<file path="config.mk">
export PLATFORM = sky130hd
export DESIGN_NAME = tcp_logger_record
export DESIGN_NICKNAME = d
export VERILOG_FILES = /design/src/rtl/tcp_logger_pkg.sv /design/src/rtl/tcp_logger_record_ctrl.sv /design/src/rtl/tcp_logger_record.sv
export SDC_FILE = /design/constraint.sdc
export NUM_CORES = 1
export LEC_CHECK = 0
export BUFFER_PORTS_ARGS = -buffer_cell sky130_fd_sc_hd__buf_2
export CAP_MARGIN = 20
export CORE_ASPECT_RATIO = 1.75
export CORE_UTILIZATION = 37
export CTS_BUF_LIST = sky130_fd_sc_hd__clkbuf_4
export DETAILED_ROUTE_END_ITERATION = 6
export GPL_ROUTABILITY_DRIVEN = 0
export GPL_TIMING_DRIVEN = 0
export PLACE_DENSITY = 0.68
export SYNTH_ARGS = -nofsm -noshare
export SYNTH_HDL_FRONTEND = slang
export SYNTH_HIERARCHICAL = 1
export SYNTH_SLANG_ARGS = --single-unit
</file>
<file path="constraint.sdc">
create_clock -name clk -period 4.75 [get_ports clk]
set_clock_uncertainty 0.15 [all_clocks]
set_input_delay 0.95 -clock clk [delete_from_list [all_inputs] [get_ports clk]]
set_output_delay 0.95 -clock clk [all_outputs]
set_load 0.03 [all_outputs]
</file>
<file path="src/rtl/tcp_logger_pkg.sv">
// tcp_logger_pkg: shared types for the TCP logger record/read paths
package tcp_logger_pkg;
  typedef struct packed {
    logic [31:0] ts;
    logic [7:0]  kind;
    logic [23:0] info;
  } log_entry_struct;
  localparam int LOG_ENTRY_W = $bits(log_entry_struct);
  typedef enum logic [1:0] {IDLE, RECORD, FULL} logger_record_state_e;
endpackage

</file>
<file path="src/rtl/tcp_logger_record_ctrl.sv">
// tcp_logger_record_ctrl: recorder state machine plus capture/drop decisions
// Ports: record_start/record_clear pulses, log_entry_val, buffer status (buf_val, commit),
// committed count curr_addr in; capture/drop strobes and registered full_q/active_q out.
module tcp_logger_record_ctrl
  import tcp_logger_pkg::*;
#(
  parameter int LOG_ADDR_W = 10
) (
  input  logic                clk,
  input  logic                rst_n,
  input  logic                record_start,
  input  logic                record_clear,
  input  logic                log_entry_val,
  input  logic                buf_val,
  input  logic                commit,
  input  logic [LOG_ADDR_W:0] curr_addr,
  output logic                capture,
  output logic                drop,
  output logic                full_q,
  output logic                active_q
);
  localparam logic [LOG_ADDR_W+1:0] DEPTH = {2'b01, {LOG_ADDR_W{1'b0}}};
  logger_record_state_e state_q, state_d;
  logic space, slot, last;
  // the slot held in the buffer is reserved, so a full buffer at depth-1 blocks capture
  assign space   = ({1'b0, curr_addr} + (LOG_ADDR_W+2)'(buf_val)) < DEPTH;
  assign slot    = !buf_val || commit;
  assign capture = state_q == RECORD && !record_clear && log_entry_val && space && slot;
  assign drop    = log_entry_val && !record_clear && (state_q == FULL || (state_q == RECORD && !capture));
  assign last    = commit && curr_addr == (LOG_ADDR_W+1)'(DEPTH - 1'b1);
  always_comb begin
    state_d = record_clear                      ? IDLE   :
              (state_q == IDLE && record_start) ? RECORD :
              (state_q == RECORD && last)       ? FULL   : state_q;
  end
  always_ff @(posedge clk or negedge rst_n) begin
    if (!rst_n) begin
      state_q  <= IDLE;
      full_q   <= 1'b0;
      active_q <= 1'b0;
    end else begin
      state_q  <= state_d;
      full_q   <= state_d == FULL;
      active_q <= state_d == RECORD;
    end
  end
endmodule

</file>
<file path="src/rtl/tcp_logger_record.sv">
// tcp_logger_record: captures TCP engine log entries and writes them sequentially to logger memory
// Ports: record_start/record_clear control, log_entry_val/log_entry from the engine (no rdy),
// wr_req_logger_mem_* one-entry write port, committed count, full/active status and drop count.
module tcp_logger_record
  import tcp_logger_pkg::*;
#(
  parameter int LOG_ENTRIES_LOG_2 = 10,
  parameter int LOG_ADDR_W        = LOG_ENTRIES_LOG_2,
  parameter int DROP_CNT_W        = 32
) (
  input  logic                  clk,
  input  logic                  rst_n,
  input  logic                  record_start,
  input  logic                  record_clear,
  input  logic                  log_entry_val,
  input  log_entry_struct       log_entry,
  output logic                  wr_req_logger_mem_val,
  output logic [LOG_ADDR_W-1:0] wr_req_logger_mem_addr,
  output log_entry_struct       wr_req_logger_mem_entry,
  input  logic                  wr_req_logger_mem_rdy,
  output logic [LOG_ADDR_W:0]   recorder_read_curr_addr,
  output logic                  recorder_full,
  output logic                  recorder_active,
  output logic [DROP_CNT_W-1:0] recorder_drop_cnt
);
  logic                  buf_val_q, buf_val_d;
  logic [LOG_ADDR_W-1:0] buf_addr_q, buf_addr_d;
  log_entry_struct       buf_entry_q, buf_entry_d;
  logic [LOG_ADDR_W:0]   curr_q, curr_d, base;
  logic [DROP_CNT_W-1:0] drop_q, drop_d;
  logic                  commit, capture, drop;
  assign commit = buf_val_q && wr_req_logger_mem_rdy;
  // count after this cycle's commit; also the slot index of an entry captured now
  assign base   = curr_q + (LOG_ADDR_W+1)'(commit);
  tcp_logger_record_ctrl #(.LOG_ADDR_W(LOG_ADDR_W)) u_ctrl (
    .clk          (clk),
    .rst_n        (rst_n),
    .record_start (record_start),
    .record_clear (record_clear),
    .log_entry_val(log_entry_val),
    .buf_val      (buf_val_q),
    .commit       (commit),
    .curr_addr    (curr_q),
    .capture      (capture),
    .drop         (drop),
    .full_q       (recorder_full),
    .active_q     (recorder_active)
  );
  always_comb begin
    curr_d      = record_clear ? '0 : base;
    buf_val_d   = record_clear ? 1'b0 : capture || (buf_val_q && !commit);
    buf_addr_d  = capture ? base[LOG_ADDR_W-1:0] : buf_addr_q;
    buf_entry_d = capture ? log_entry : buf_entry_q;
    drop_d      = record_clear ? '0 : (drop && !(&drop_q)) ? drop_q + DROP_CNT_W'(1) : drop_q;
  end
  always_ff @(posedge clk or negedge rst_n) begin
    if (!rst_n) begin
      buf_val_q   <= 1'b0;
      buf_addr_q  <= '0;
      buf_entry_q <= '0;
      curr_q      <= '0;
      drop_q      <= '0;
    end else begin
      buf_val_q   <= buf_val_d;
      buf_addr_q  <= buf_addr_d;
      buf_entry_q <= buf_entry_d;
      curr_q      <= curr_d;
      drop_q      <= drop_d;
    end
  end
  assign wr_req_logger_mem_val   = buf_val_q;
  assign wr_req_logger_mem_addr  = buf_addr_q;
  assign wr_req_logger_mem_entry = buf_entry_q;
  assign recorder_read_curr_addr = curr_q;
  assign recorder_drop_cnt       = drop_q;
endmodule

</file>
Yosys cells after proc, flatten, opt, wreduce, memory -nomap -nowiden --
Cells that the tools add are included.
Cells by class: divide/modulo/power cells 0, equality and inequality tests 5, muxes and demuxes 7, shift-type cells 0, $add $sub $neg 3, reduce and logical (&&, ||, !) cells 24, bitwise gates (word level) 0, multiply operators 0, magnitude comparators 1
Operators with widths (count):
- $mux W32 | 2
- $add A32 B1 Y32 const B | 1
- $reduce_and A32 Y1 | 1
- $logic_and A1 B1 Y1 | 13
- $add A11 B1 Y12 | 1
- $lt A12 B11 Y1 const B | 1
- $add A11 B1 Y11 | 1
- $eq A11 B10 Y1 const B | 1
- $mux W11 | 1
- $mux W2 | 3
- $logic_not A1 Y1 | 5
- $eq A2 B1 Y1 const B | 2
- $eq A2 B2 Y1 const B | 2
- $logic_or A1 B1 Y1 | 3
- $logic_not A2 Y1 | 1
- $reduce_bool A2 Y1 | 1
- $mux W1 | 1
Word-level totals: bits in read-only memories 0, memories kept 0, bits of input ports 70, output and inout bits 120, register bits 122, RAM bits 0, latch bits 0

Depth between registers and ports, before layout --
Gate-level depths: netlist of the first run.
depth in word-level cells 12, mapped depth 10, mapped depth without buffers 9

Modules after synthesis --
Netlist of the first run, hierarchy kept.
Modules (own cells, without submodules):
- tcp_logger_record | instances 1, seq. area each 2952.8 µm², cells each 406, area each 5072.4 µm²
- tcp_logger_record_ctrl | instances 1, seq. area each 100.1 µm², cells each 25, area each 251.5 µm²

Least setup slack after synthesis of the first run --
No wires, ideal clock.
kind input-to-reg, from in wr_req_logger_mem_rdy, to reg drop_q[26], in the netlist recorder_drop_cnt[26], cell stages on the path 9, setup slack 1595 ps, path buffers 0, data required time 4473 ps, data arrival time 2877 ps, setup time 127 ps, cells stage by stage and2_1 -> o31ai_1 -> a21oi_1 -> o21ai_1 -> and4_1 -> nand3_1 -> a21oi_1 -> and4_1 -> mux2_1
Between the ends: cells in the longest elaborated chain, start to end 9
Ends and longest elaborated chain:
- from (decl) | line tcp_logger_record.sv:20 | input logic wr_req_logger_mem_rdy,
- $logic_and A1 B1 Y1 | line tcp_logger_record.sv:32 | assign commit = buf_val_q && wr_req_logger_mem_rdy;
- $logic_or A1 B1 Y1 | line tcp_logger_record_ctrl.sv:27 | assign slot = !buf_val || commit;
- $logic_and A1 B1 Y1 | line tcp_logger_record_ctrl.sv:28 | assign capture = state_q == RECORD && !record_clear && log_entry_val && space && slot;
- via capture | line tcp_logger_record.sv:31 | logic commit, capture, drop;
- $logic_not A1 Y1 | line tcp_logger_record_ctrl.sv:29 | assign drop = log_entry_val && !record_clear && (state_q == FULL || (state_q == RECORD && !capture));
- $logic_and A1 B1 Y1 | line tcp_logger_record_ctrl.sv:29
- $logic_or A1 B1 Y1 | line tcp_logger_record_ctrl.sv:29
- $logic_and A1 B1 Y1 | line tcp_logger_record_ctrl.sv:29
- via drop | line tcp_logger_record.sv:31
- $logic_and A1 B1 Y1 | line tcp_logger_record.sv:54 | drop_d = record_clear ? '0 : (drop && !(&drop_q)) ? drop_q + DROP_CNT_W'(1) : drop_q;
- $reduce_bool A2 Y1 (no line)
- to (signal assigned) | line tcp_logger_record.sv:68 | drop_q <= drop_d;
- to (decl) | line tcp_logger_record.sv:30 | logic [DROP_CNT_W-1:0] drop_q, drop_d;
The timed path passes the listed nets, and every way through them passes these cells. A chain may end at the register's enable or synchronous reset.

Worst setup path in the final report of the first run --
from reg curr_q[2], in the netlist recorder_read_curr_addr[2], to reg drop_q[25], in the netlist recorder_drop_cnt[25]
Between the ends: cells in the longest elaborated chain, start to end 10
Ends and longest elaborated chain:
- from (decl) | line tcp_logger_record.sv:29 | logic [LOG_ADDR_W:0] curr_q, curr_d, base;
- from (signal assigned) | line tcp_logger_record.sv:67 | curr_q <= curr_d;
- $add A11 B1 Y12 | line tcp_logger_record_ctrl.sv:26 | assign space = ({1'b0, curr_addr} + (LOG_ADDR_W+2)'(buf_val)) < DEPTH;
- $lt A12 B11 Y1 | line tcp_logger_record_ctrl.sv:26
- $logic_and A1 B1 Y1 (2 in series) | line tcp_logger_record_ctrl.sv:28
- via capture | line tcp_logger_record.sv:31
- $logic_not A1 Y1 | line tcp_logger_record_ctrl.sv:29
- $logic_and A1 B1 Y1 | line tcp_logger_record_ctrl.sv:29
- $logic_or A1 B1 Y1 | line tcp_logger_record_ctrl.sv:29
- $logic_and A1 B1 Y1 | line tcp_logger_record_ctrl.sv:29
- via drop | line tcp_logger_record.sv:31
- $logic_and A1 B1 Y1 | line tcp_logger_record.sv:54
- $reduce_bool A2 Y1 (no line)
The timed path passes the listed nets, and every way through them passes these cells.

==> results of run 1 <==
==> sequential cells by signal, indices dropped and copies added (netlist names) <==
| signal | count |
|---|---|
| wr_req_logger_mem_val | 1 |
| wr_req_logger_mem_entry | 64 |
| recorder_drop_cnt | 32 |
| wr_req_logger_mem_addr | 10 |
| u_ctrl/state_q | 2 |
| recorder_read_curr_addr | 11 |
| u_ctrl/active_q | 1 |
| u_ctrl/full_q | 1 |
==> cell families after synthesis <==
kind of cell / Yosys count / share of synthesized area [%]
flops: 122 / 57.34
buf+inv: 21 / 1.622
mux: 69 / 14.55
simple gates: 133 / 14.83
compound gates: 58 / 6.839
xor+xnor: 25 / 4.113
fa+ha+maj: 3 / 0.7051
==> layer usage <==
| metal | part of all wire, % | global-route usage [%] | wire [um] | vias to the layer above |
|---|---|---|---|---|
| met4 | 3.6 | 9.650 | 473 | 0 |
| li1 | - | - | - | 1987 |
| met1 | 37 | 19.88 | 4887 | 2110 |
| met5 | 0 | 0 | 0 | - |
| met3 | 5.1 | 4.924 | 675 | 33 |
| met2 | 54 | 33.06 | 7107 | 147 |
==> layout make-up <==
class                      instances  area [sq um]  share of cell area (%)
clock buffer                      18         135.1                   1.977
buffer                            16         67.56                  0.9883
sequential                       122          3053                   44.66
timing repair buffer             190         979.7                   14.33
antenna                            1         2.502                 0.03660
tap                              177         221.5                   3.239
inverter                           5         18.77                  0.2745
clock inverter                    14         173.9                   2.544
multi-input combinational        288          2185                   31.95
==> cell usage in the layout, fill, tap and decap left out, types with 4 or more instances in the layout <==
cell        n
clkbuf_1   14
a21oi_1    25
clkbuf_4   18
xnor2_1    15
clkinv_4    5
a211oi_1    8
and3_1      7
nand4_1    13
inv_1       5
and4_1      6
xor2_1     10
nor2_1     41
o21ai_1     8
nor2b_1     4
or3_1       8
mux2_2     66
nand3_1    21
buf_2     188
dfrtp_1   122
nand2_1    10
==> power groups by stage <==
stage | clock [mW] | sequential [mW] | combinational (mW)
6_report | 0.786 | 1.33 | 0.914
5_1_grt | 0.869 | 1.36 | 0.960
4_1_cts | 0.815 | 1.34 | 0.925
3_5_place_dp | 0 | 1.36 | 0.924
3_3_place_gp | 0 | 1.34 | 0.903
2_1_floorplan | 0 | 1.76 | 0.197
==> metrics by stage <==
step | util, % | std cells | setup WS, ns | hold slack, ns
global route | 48.91 | 831 | 1.164 | 0.2194
finish | 48.91 | 831 | 1.355 | 0.2272
CTS | 48.89 | 830 | 1.405 | 0.1960
global placement | 46.44 | 797 | 1.112 | 0.3334
floorplan | - | 431 | 1.595 | 0.4049
detailed placement | 46.68 | 798 | 1.087 | 0.3399
==> how the worst max path moves through the flow <==
stage | from | endpoint | slack [ns] | cells past startpoint
2_1_floorplan | wr_req_logger_mem_rdy | recorder_drop_cnt[26] | 1.60 | 9
3_3_place_gp | wr_req_logger_mem_rdy | recorder_drop_cnt[26] | 1.11 | 10
3_5_place_dp | wr_req_logger_mem_rdy | recorder_drop_cnt[26] | 1.09 | 10
4_1_cts | recorder_read_curr_addr[2] | recorder_drop_cnt[25] | 1.41 | 10
5_1_grt | recorder_read_curr_addr[2] | recorder_drop_cnt[26] | 1.16 | 9
6_report | recorder_read_curr_addr[2] | recorder_drop_cnt[25] | 1.35 | 10
==> metrics.md, run 1 <==
| Metric | Value |
|---|---|
| Launching element type of the critical path | `flip-flop` |
| Max Slew Vio Count | `0` |
| Area of the core | `approximately 14,000 sq um` |
| Total non-filler cell area in the finished layout | `just under 7000 sq um` |
| Ratio of total power to cell area | `~440 nW/um^2` |
| Final cycle utilization of the critical path | `71.48%` |
| Synthesis-stage register bit count | `122` |
| Global-route wire length before repair | `21,620 um` |
| Final wirelength | `13,140 um` |
| Routed wire per std cell | `15.82 um` |
| Layout filler cell count | `1,367` |
| Yosys Warn Count | `6` |
| H-tree Lvls | `4` |
| Switching Power | `1.120 mW` |
| Cell family with the largest share of critical-path delay | `compound AO/OA/AOI/OAI gates` |
| Logic gate share of total power | `30.1%` |
| Synth Area per Inst | `12.35 sq um` |
| Die extent in y | `160.7 um` |
| Violation count after the first detailed-routing iteration | `145` |
| Slew Limit Headroom | `45.30%` |
| LEAKAGE | `between 3 and 4 nW` |
| Worst hold-check path type | `in2async` |
| Total standard cell area after synthesis | `5324 sq um` |
| Setup repair after global routing missed its margin | `no` |
| Clock buffer depth | `2` |
| Area share of the largest cell type after synthesis | `57.34%` |
| Max-cap check violation count | `0` |
| Clk_lat worst skew | `0.52 ns` |
| Fraction of the yosys area taken by sequential cells | `about 57%` |
| Synthesis-to-finish area growth | `28.41%` |
| Net count, final | `713` |
| Final Hold Vio Count | `0` |
| Clock edge transition at the registers on the reported setup and hold paths | `approximately 0.12 ns` |
| Slowest stage cell, crit path | `dfrtp_1` |
| Gates resized, CTS repair | `0` |
| Flop2flop setup slack | `1.35 ns` |
| Detailed Routing Iterations Pass 1 | `4` |
| Post-synth EDFFs | `0` |
| Cell area after placement | `6525 sq um` |
| Element type at the critical path end | `flip-flop` |
| Aggregate global-route resource usage | `around a fifth` |
| # setup viols final | `0` |
| FF-to-FF path depth | `10` |
| Via count of the first global-routing pass | `4,394` |
| Clk sink count | `122` |
| Largest net degree at the start of global routing | `67` |
| Cell internal power dissipation | `approximately 1.9 mW` |
| Library cell used as clock root buffer | `clkbuf_4` |
| Unique masters post-synth | `49` |
| Endpoint of the lowest-slack register-to-register path | `recorder_drop_cnt[25]` |
| Switching share of power | `36.90%` |
| Synthesized net count | `504` |
| Number of antenna violations at the first check in global routing | `1` |
| CP max FO | `10` |
| Part of the total power dissipated in the clock network | `25.9%` |
| Top cells by area, synth | `dfrtp_1, mux2_2, nor2_1` |
| Quantity of hold-fixing buffers added after cts | `0` |
| Post-route minimum period | `3.395 ns` |
| Worst setup path category | `reg2reg` |
| Most common cell on crit path | `nand4_1` |
| Most frequent cells after synthesis | `dfrtp_1, mux2_2, nor2_1, a21oi_1, nand3_1` |
| Via count of the routed design | `4,277` |
| Cell taking the most area after synthesis | `dfrtp_1` |
| Async set or reset register ratio after synthesis | `100.0%` |
| Sum of overflow across all layers after global routing | `0` |
| Post-detailed-route count of antenna-violating nets | `0` |
| Worst EP arrival | `3.68 ns` |
| Die area | `14,890 sq um` |
| Synth Flop Type | `dfrtp_1` |
| Starting density of the core | `38.09%` |
| Most instantiated library cell after synthesis | `dfrtp_1` |
| Number of standard-cell rows in the floorplan | `57` |
| Number of instances in the synthesized netlist | `431` |
| Worst-case vdd ir drop | `0.2491 mV` |
| CTS tree | `built` |
| Highest cell delay on the worst timing path | `0.53 ns` |
| Number of buffers added by the clock tree synthesis step | `17` |
| HPWL after DPL | `10,010 um` |
| Post-detailed-route via-to-cell ratio | `5.147` |
| Relative contribution of sequential cells to total power | `44.0%` |
| Setup TNS Final | `0 ns` |
| Transition at the pin with the smallest max-transition slack | `about 0.81 ns` |
| Sequence of cells on the critical path | `nand4_1, o31ai_1, a21oi_1, o21ai_1, nand4_1, nor2_1, o211ai_2, buf_4, or3_1, a21oi_2` |
| F_max | `0.2945 GHz` |
| Number of placed I/O pins | `190` |
| Total design power | `between 3 and 4 mW` |
| Worst path buffer plus inverter count | `1` |
| Width of the die | `roughly 93 um` |
| Remaining DRCs | `0` |
| Count of buffers added by post-CTS timing repair for setup | `0` |
| Reg-to-reg critical path startpoint | `recorder_read_curr_addr[2]` |
| Number of I/O port buffers | `~190` |
| Ratio of cells with drive above 1 in the final layout | `46.40%` |
| Status | `finished clean` |
| Endpoint required time on the critical path | `a little over 5 ns` |
No activity file was read; power rests on OpenSTA's default activity.
==> run 2, diff against run 1 <==
==> constraint.sdc (replaced) <==
create_clock -name clk -period 3.24 [get_ports clk]
set_clock_uncertainty 0.15 [all_clocks]
set_input_delay 0.648 -clock clk [delete_from_list [all_inputs] [get_ports clk]]
set_output_delay 0.648 -clock clk [all_outputs]
set_load 0.03 [all_outputs]
==> metrics.md, run 2 (synthesis results as in run 1) <==
| Metric | Value |
|---|---|
| Status | `finished clean` |
| Post-route minimum period | `3.017 ns (-0.3781 ns)` |
| Most common cell on crit path | `nand4_1` |
| Post-detailed-route count of antenna-violating nets | `0 (unchanged)` |
| Slew Limit Headroom | `47.18% (+1.9 points)` |
| HPWL after DPL | `10,010 um (unchanged)` |
| CP max FO | `10 (unchanged)` |
| Worst hold-check slack | `0.1956 ns (-0.03155 ns)` |
| Via count of the routed design | `4,304 (+0.63%)` |
| Clock edge transition at the registers on the reported setup and hold paths | `0.13 ns (about the same)` |
| Final Hold Vio Count | `0 (unchanged)` |
| Most common cell after layout, fill and taps aside | `buf_2` |
| Number of placed I/O pins | `190 (unchanged)` |
| LEAKAGE | `3.318 nW (+0.30%)` |
| Worst hold-check path type | `in2reg` |
| Starting density of the core | `38.09% (unchanged)` |
| CTS tree | `built` |
| Post-detailed-route via-to-cell ratio | `5.167 (+0.39%)` |
| Ratio of cells with drive above 1 in the final layout | `46.72% (+0.32 points)` |
| Via count of the first global-routing pass | `4,401 (+0.16%)` |
| Number of standard-cell rows in the floorplan | `57 (unchanged)` |
| Transition at the pin with the smallest max-transition slack | `0.7850 ns (-0.02805 ns)` |
| Endpoint required time on the critical path | `3.53 ns (-1.51 ns)` |
| Routed wire per std cell | `15.86 um (+0.26%)` |
| Detailed Routing Iterations Pass 1 | `4 (unchanged)` |
| Synthesis-to-finish area growth | `28.84%` |
| Final wirelength | `13,210 um (+0.50%)` |
| Die area | `14,890 sq um (unchanged)` |
| H-tree Lvls | `4 (unchanged)` |
| Clk_lat worst skew | `0.52 ns (about the same)` |
| Number of I/O port buffers | `189 (unchanged)` |
| Aggregate global-route resource usage | `18.65% (+0.050 points)` |
| Largest net degree at the start of global routing | `67 (unchanged)` |
| Highest-count cells in the layout ignoring fill and taps | `buf_2, dfrtp_1, mux2_2` |
| Remaining DRCs | `0 (unchanged)` |
| Cell area after placement | `6525 sq um (unchanged)` |
| Worst-case vdd ir drop | `0.3651 mV (+47%)` |
| Net count, final | `715 (+0.28%)` |
| Sum of overflow across all layers after global routing | `0 (unchanged)` |
| Layout filler cell count | `1,364 (-0.22%)` |
| Worst EP arrival | `3.31 ns (-0.37 ns)` |
| Sequence of cells on the critical path | `nand4_1, o31ai_1, a21oi_1, o21ai_2, nand4_1, nor2_1, o211ai_2, buf_4, or3_1, a21oi_2` |
| Place WS | `-0.1213 ns (-1.208 ns)` |
| Clock buffer depth | `2 (unchanged)` |
| Violation count after the first detailed-routing iteration | `128 (-12%)` |
| Area used by multi-input combinational logic | `2188 sq um (+0.17%)` |
| Area of the core | `13,980 sq um (unchanged)` |
| Clk sink count | `122 (unchanged)` |
| # setup viols final | `0 (unchanged)` |
| Smallest setup slack after layout | `0.2227 ns (-1.132 ns)` |
| Element type at the critical path end | `flip-flop` |
| Launching element type of the critical path | `flip-flop` |
| Width of the die | `92.68 um (unchanged)` |
| Max reg flops | `64 (unchanged)` |
| Area occupied by registers | `3054 sq um (about the same)` |
| Number of antenna violations at the first check in global routing | `1 (unchanged)` |
| Slowest stage cell, crit path | `dfrtp_1` |
| Die extent in y | `160.7 um (unchanged)` |
| Highest cell delay on the worst timing path | `0.45 ns (-0.08 ns)` |
| Library cell used as clock root buffer | `clkbuf_4` |
| Number of buffers added by the clock tree synthesis step | `17 (unchanged)` |
| Ratio of total power to cell area | `649.2 nW/um^2 (+46%)` |
| Max Slew Vio Count | `0 (unchanged)` |
| Worst setup path category | `reg2reg` |
| Final cycle utilization of the critical path | `93.13% (+22 points)` |
| Global-route wire length before repair | `21,670 um (+0.25%)` |
| F_max | `0.3314 GHz (+13%)` |
| Setup repair after global routing missed its margin | `no` |
| Max-cap check violation count | `0 (unchanged)` |
| Total non-filler cell area in the finished layout | `6859 sq um (+0.33%)` |
run 2: cell count changes in the layout (fill, tap and decap cells not counted), sizes merged:
cell,previous run,this run
dlygate4sd3,0,1
buf,192,193
run 2: metrics by stage:
step                      TNS (ns)  utilization, %  cells  total power [mW]
after floorplan                  0               -    431             2.864
after global placement      -7.136           46.44    797             3.295
after detailed placement   -0.5437           46.68    798             3.344
after CTS                        0           48.99    831             4.513
after global routing             0           49.07    833             4.681
final                            0           49.07    833             4.453
run 2: repair_timing:
item                                    4_1_cts  5_1_grt
endpoints found under the hold margin        56        0
gates resized for setup                       1        1
setup buffers                                 0        1
pin swaps                                     0        1
endpoints found under the setup margin        7        8
hold buffers                                  1        0
run 2: layout make-up:
| type | count | share of cell area, % |
|---|---|---|
| Sequential cell | 122 | 44.53 |
| Inverter | 5 | 0.2736 |
| Clock buffer | 18 | 1.970 |
| Tap cell | 177 | 3.229 |
| Multi-Input combinational cell | 288 | 31.90 |
| Clock inverter | 14 | 2.536 |
| Antenna cell | 1 | 0.03648 |
| Timing Repair Buffer | 192 | 14.54 |
| Buffer | 16 | 0.9850 |
run 2: routing by layer:
layer  vias up  share of wire [%]  GRT usage, %
met2       158                 54         33.16
li1       1990                  -             -
met5         -                  0             0
met4         0                3.6         9.650
met1      2123                 37         19.94
met3        33                5.3         4.924
run 2: path summary, 6_finish.rpt:
check | slack, ns | start | cells after the start | to
setup / recovery | 0.22 | recorder_read_curr_addr[8] | 10 | recorder_drop_cnt[25]
hold / removal | 0.20 | log_entry[10] | 2 | wr_req_logger_mem_entry[10]
setup reg to reg | 0.22 | recorder_read_curr_addr[8] | 10 | recorder_drop_cnt[25]
hold reg to reg | 0.36 | wr_req_logger_mem_entry[37] | 1 | wr_req_logger_mem_entry[37]
max in group asynchronous | 1.72 | rst_n | 3 | wr_req_logger_mem_entry[8]
min in group asynchronous | 0.52 | rst_n | 2 | recorder_drop_cnt[21]
run 2: where the power goes:
group | switching [mW] | internal [mW]
Clock | 0.607 | 0.547
Sequential | 0.145 | 1.81
Combinational | 0.892 | 0.451
Total | 1.64 | 2.81
run 2: worst max-delay path: cells and delay by family, from the launching register on:
family / cells / cell delay, ns
AND/OR/NAND/NOR: 4 / 1.11
flip-flops: 1 / 0.45
AO/OA/AOI/OAI: 5 / 1.00
buffers and inverters: 1 / 0.21
==> run 3, diff against run 2 <==
--- a/config.mk
+++ b/config.mk
@@ -5,6 +5,7 @@
 export SDC_FILE = /design/constraint.sdc
 export NUM_CORES = 1
 export LEC_CHECK = 0
+export ABC_CLOCK_PERIOD_IN_PS = 3530
 export BUFFER_PORTS_ARGS = -buffer_cell sky130_fd_sc_hd__buf_2
 export CAP_MARGIN = 20
 export CORE_ASPECT_RATIO = 1.75
==> constraint.sdc (replaced) <==
create_clock -name clk -period 3.53 [get_ports clk]
set_clock_uncertainty 0.15 [all_clocks]
set_input_delay 0.706 -clock clk [delete_from_list [all_inputs] [get_ports clk]]
set_output_delay 0.706 -clock clk [all_outputs]
set_load 0.03 [all_outputs]
==> metrics.md, run 3 (synthesis results as in run 1) <==
| Metric | Value |
|---|---|
| Status | `finished clean` |
| Highest-count cells in the layout ignoring fill and taps | `buf_2, dfrtp_1, mux2_2` |
| Number of antenna violations at the first check in global routing | `1 (unchanged)` |
| Crit path from | `recorder_read_curr_addr[2]` |
| Post-layout instance count excluding filler cells | `832 (-0.12%)` |
| Worst-case vdd ir drop | `0.3351 mV (-8.2%)` |
| Number of cells in the design after placement | `798 (unchanged)` |
| Global-route wire length before repair | `21,690 um (about the same)` |
| Post-detailed-route count of antenna-violating nets | `0 (unchanged)` |
| Net count, final | `714 (-0.14%)` |
| Synthesis-to-finish area growth | `28.67%` |
| Die extent in y | `160.7 um (unchanged)` |
| Total non-filler cell area in the finished layout | `6850 sq um (-0.13%)` |
| Max reg flops | `64 (unchanged)` |
| Via count of the first global-routing pass | `4,404 (+0.068%)` |
| # setup viols final | `0 (unchanged)` |
| Endpoint required time on the critical path | `3.82 ns (+0.29 ns)` |
| Remaining DRCs | `0 (unchanged)` |
| Slew Limit Headroom | `42.69% (-4.5 points)` |
| Routed wire per std cell | `15.82 um (-0.24%)` |
| Setup repair after global routing missed its margin | `no` |
| Clk sink count | `122 (unchanged)` |
| Number of placed I/O pins | `190 (unchanged)` |
| Violation count after the first detailed-routing iteration | `135 (+5.5%)` |
| Cell area after placement | `6525 sq um (unchanged)` |
| Transition at the pin with the smallest max-transition slack | `0.8518 ns (+0.06679 ns)` |
| Area of the core | `13,980 sq um (unchanged)` |
| Via count of the routed design | `4,302 (-0.046%)` |
| Die area | `14,890 sq um (unchanged)` |
| Width of the die | `92.68 um (unchanged)` |
| Launch instance of the worst min-delay path | `log_entry[10]` |
| Place WS | `0.1107 ns (+0.2320 ns)` |
| Launching element type of the critical path | `flip-flop` |
| Ratio of cells with drive above 1 in the final layout | `46.48% (-0.23 points)` |
| Aggregate global-route resource usage | `18.66% (about the same)` |
| H-tree Lvls | `4 (unchanged)` |
| Max Slew Vio Count | `0 (unchanged)` |
| Clock buffer depth | `2 (unchanged)` |
| Worst setup path category | `reg2reg` |
| Post-detailed-route via-to-cell ratio | `5.171 (about the same)` |
| Sum of overflow across all layers after global routing | `0 (unchanged)` |
| HPWL after DPL | `10,010 um (unchanged)` |
| Worst hold-check path type | `in2reg` |
| Number of standard-cell rows in the floorplan | `57 (unchanged)` |
| Final wirelength | `13,160 um (-0.36%)` |
| Most common cell after layout, fill and taps aside | `buf_2` |
| Number of buffers added by the clock tree synthesis step | `17 (unchanged)` |
| CTS tree | `built` |
| Setup TNS Final | `0 ns (unchanged)` |
| Max-cap check violation count | `0 (unchanged)` |
| Reg-to-reg critical path startpoint | `recorder_read_curr_addr[2]` |
| Clk_lat worst skew | `0.52 ns (about the same)` |
| F_max | `0.3120 GHz (-5.8%)` |
| Clock edge transition at the registers on the reported setup and hold paths | `0.13 ns (about the same)` |
| Library cell used as clock root buffer | `clkbuf_4` |
| Largest net degree at the start of global routing | `67 (unchanged)` |
| Number of I/O port buffers | `189 (unchanged)` |
| CP max FO | `10 (unchanged)` |
| Worst EP arrival | `3.49 ns (+0.18 ns)` |
| Element type at the critical path end | `flip-flop` |
| Starting density of the core | `38.09% (unchanged)` |
| Detailed Routing Iterations Pass 1 | `4 (unchanged)` |
| Ratio of total power to cell area | `596.4 nW/um^2 (-8.1%)` |
| LEAKAGE | `3.314 nW (-0.12%)` |
| Final cycle utilization of the critical path | `90.79% (-2.3 points)` |
| Final Hold Vio Count | `0 (unchanged)` |
| Smallest setup slack after layout | `0.3253 ns (+0.1025 ns)` |
| Post-route core utilization | `49.01% (-0.063 points)` |
| Post-route minimum period | `3.205 ns (+0.1875 ns)` |
==> run 3: final cells by class <==
type	instances	area, sq um
fill	1365	7128
sequential	122	3053
multi-input combinational	288	2188
timing repair buffer	191	989.7
tap	177	221.5
clock inverter	14	173.9
clock buffer	18	135.1
buffer	16	67.56
inverter	5	18.77
antenna	1	2.502
==> run 3: what timing repair did <==
item,4_1_cts,5_1_grt
endpoints found under the setup margin,0,5
setup buffers,0,0
hold endpoints to repair,56,0
hold buffers,1,0
gates resized for setup,0,1
==> run 3: report_power, final <==
part	internal (mW)	switching (mW)	total, mW	leakage [nW]
logic	0.413	0.818	1.23	1.60
clock network	0.502	0.557	1.06	0.156
registers	1.66	0.133	1.80	1.56
total	2.58	1.51	4.09	3.31
==> run 3: final timing paths <==
check | end | slack, ns | cells past startpoint
max | recorder_drop_cnt[25] | 0.33 | 10
min | wr_req_logger_mem_entry[10] | 0.26 | 2
max reg2reg | recorder_drop_cnt[25] | 0.33 | 10
min reg2reg | wr_req_logger_mem_entry[37] | 0.36 | 1
max in group asynchronous | wr_req_logger_mem_entry[8] | 1.96 | 3
min in group asynchronous | recorder_drop_cnt[29] | 0.57 | 2
==> run 3: per-stage QoR <==
step / hold slack (ns) / total power, mW
final: 0.2554 / 4.085
after floorplan: 0.2604 / 2.629
after global routing: 0.1900 / 4.295
after CTS: 0.1955 / 4.142
after detailed placement: 0.3399 / 3.069
after global placement: 0.3334 / 3.025
==> run 3: routing by layer <==
layer / share of wire (%) / up-vias / track usage, %
li1: - / 1990 / -
met1: 37 / 2131 / 19.97
met2: 54 / 148 / 33.16
met3: 5.2 / 33 / 4.924
met4: 3.6 / 0 / 9.650
met5: 0 / - / 0
==> run 3: worst max-delay path, cell delays in order, from the launching register on <==
cell	delay [ns]
dfrtp_1	0.53
nand4_1	0.21
o31ai_1	0.26
a21oi_1	0.17
o21ai_2	0.36
nand4_1	0.23
nor2_1	0.32
o211ai_2	0.17
buf_4	0.21
or3_1	0.37
a21oi_2	0.13
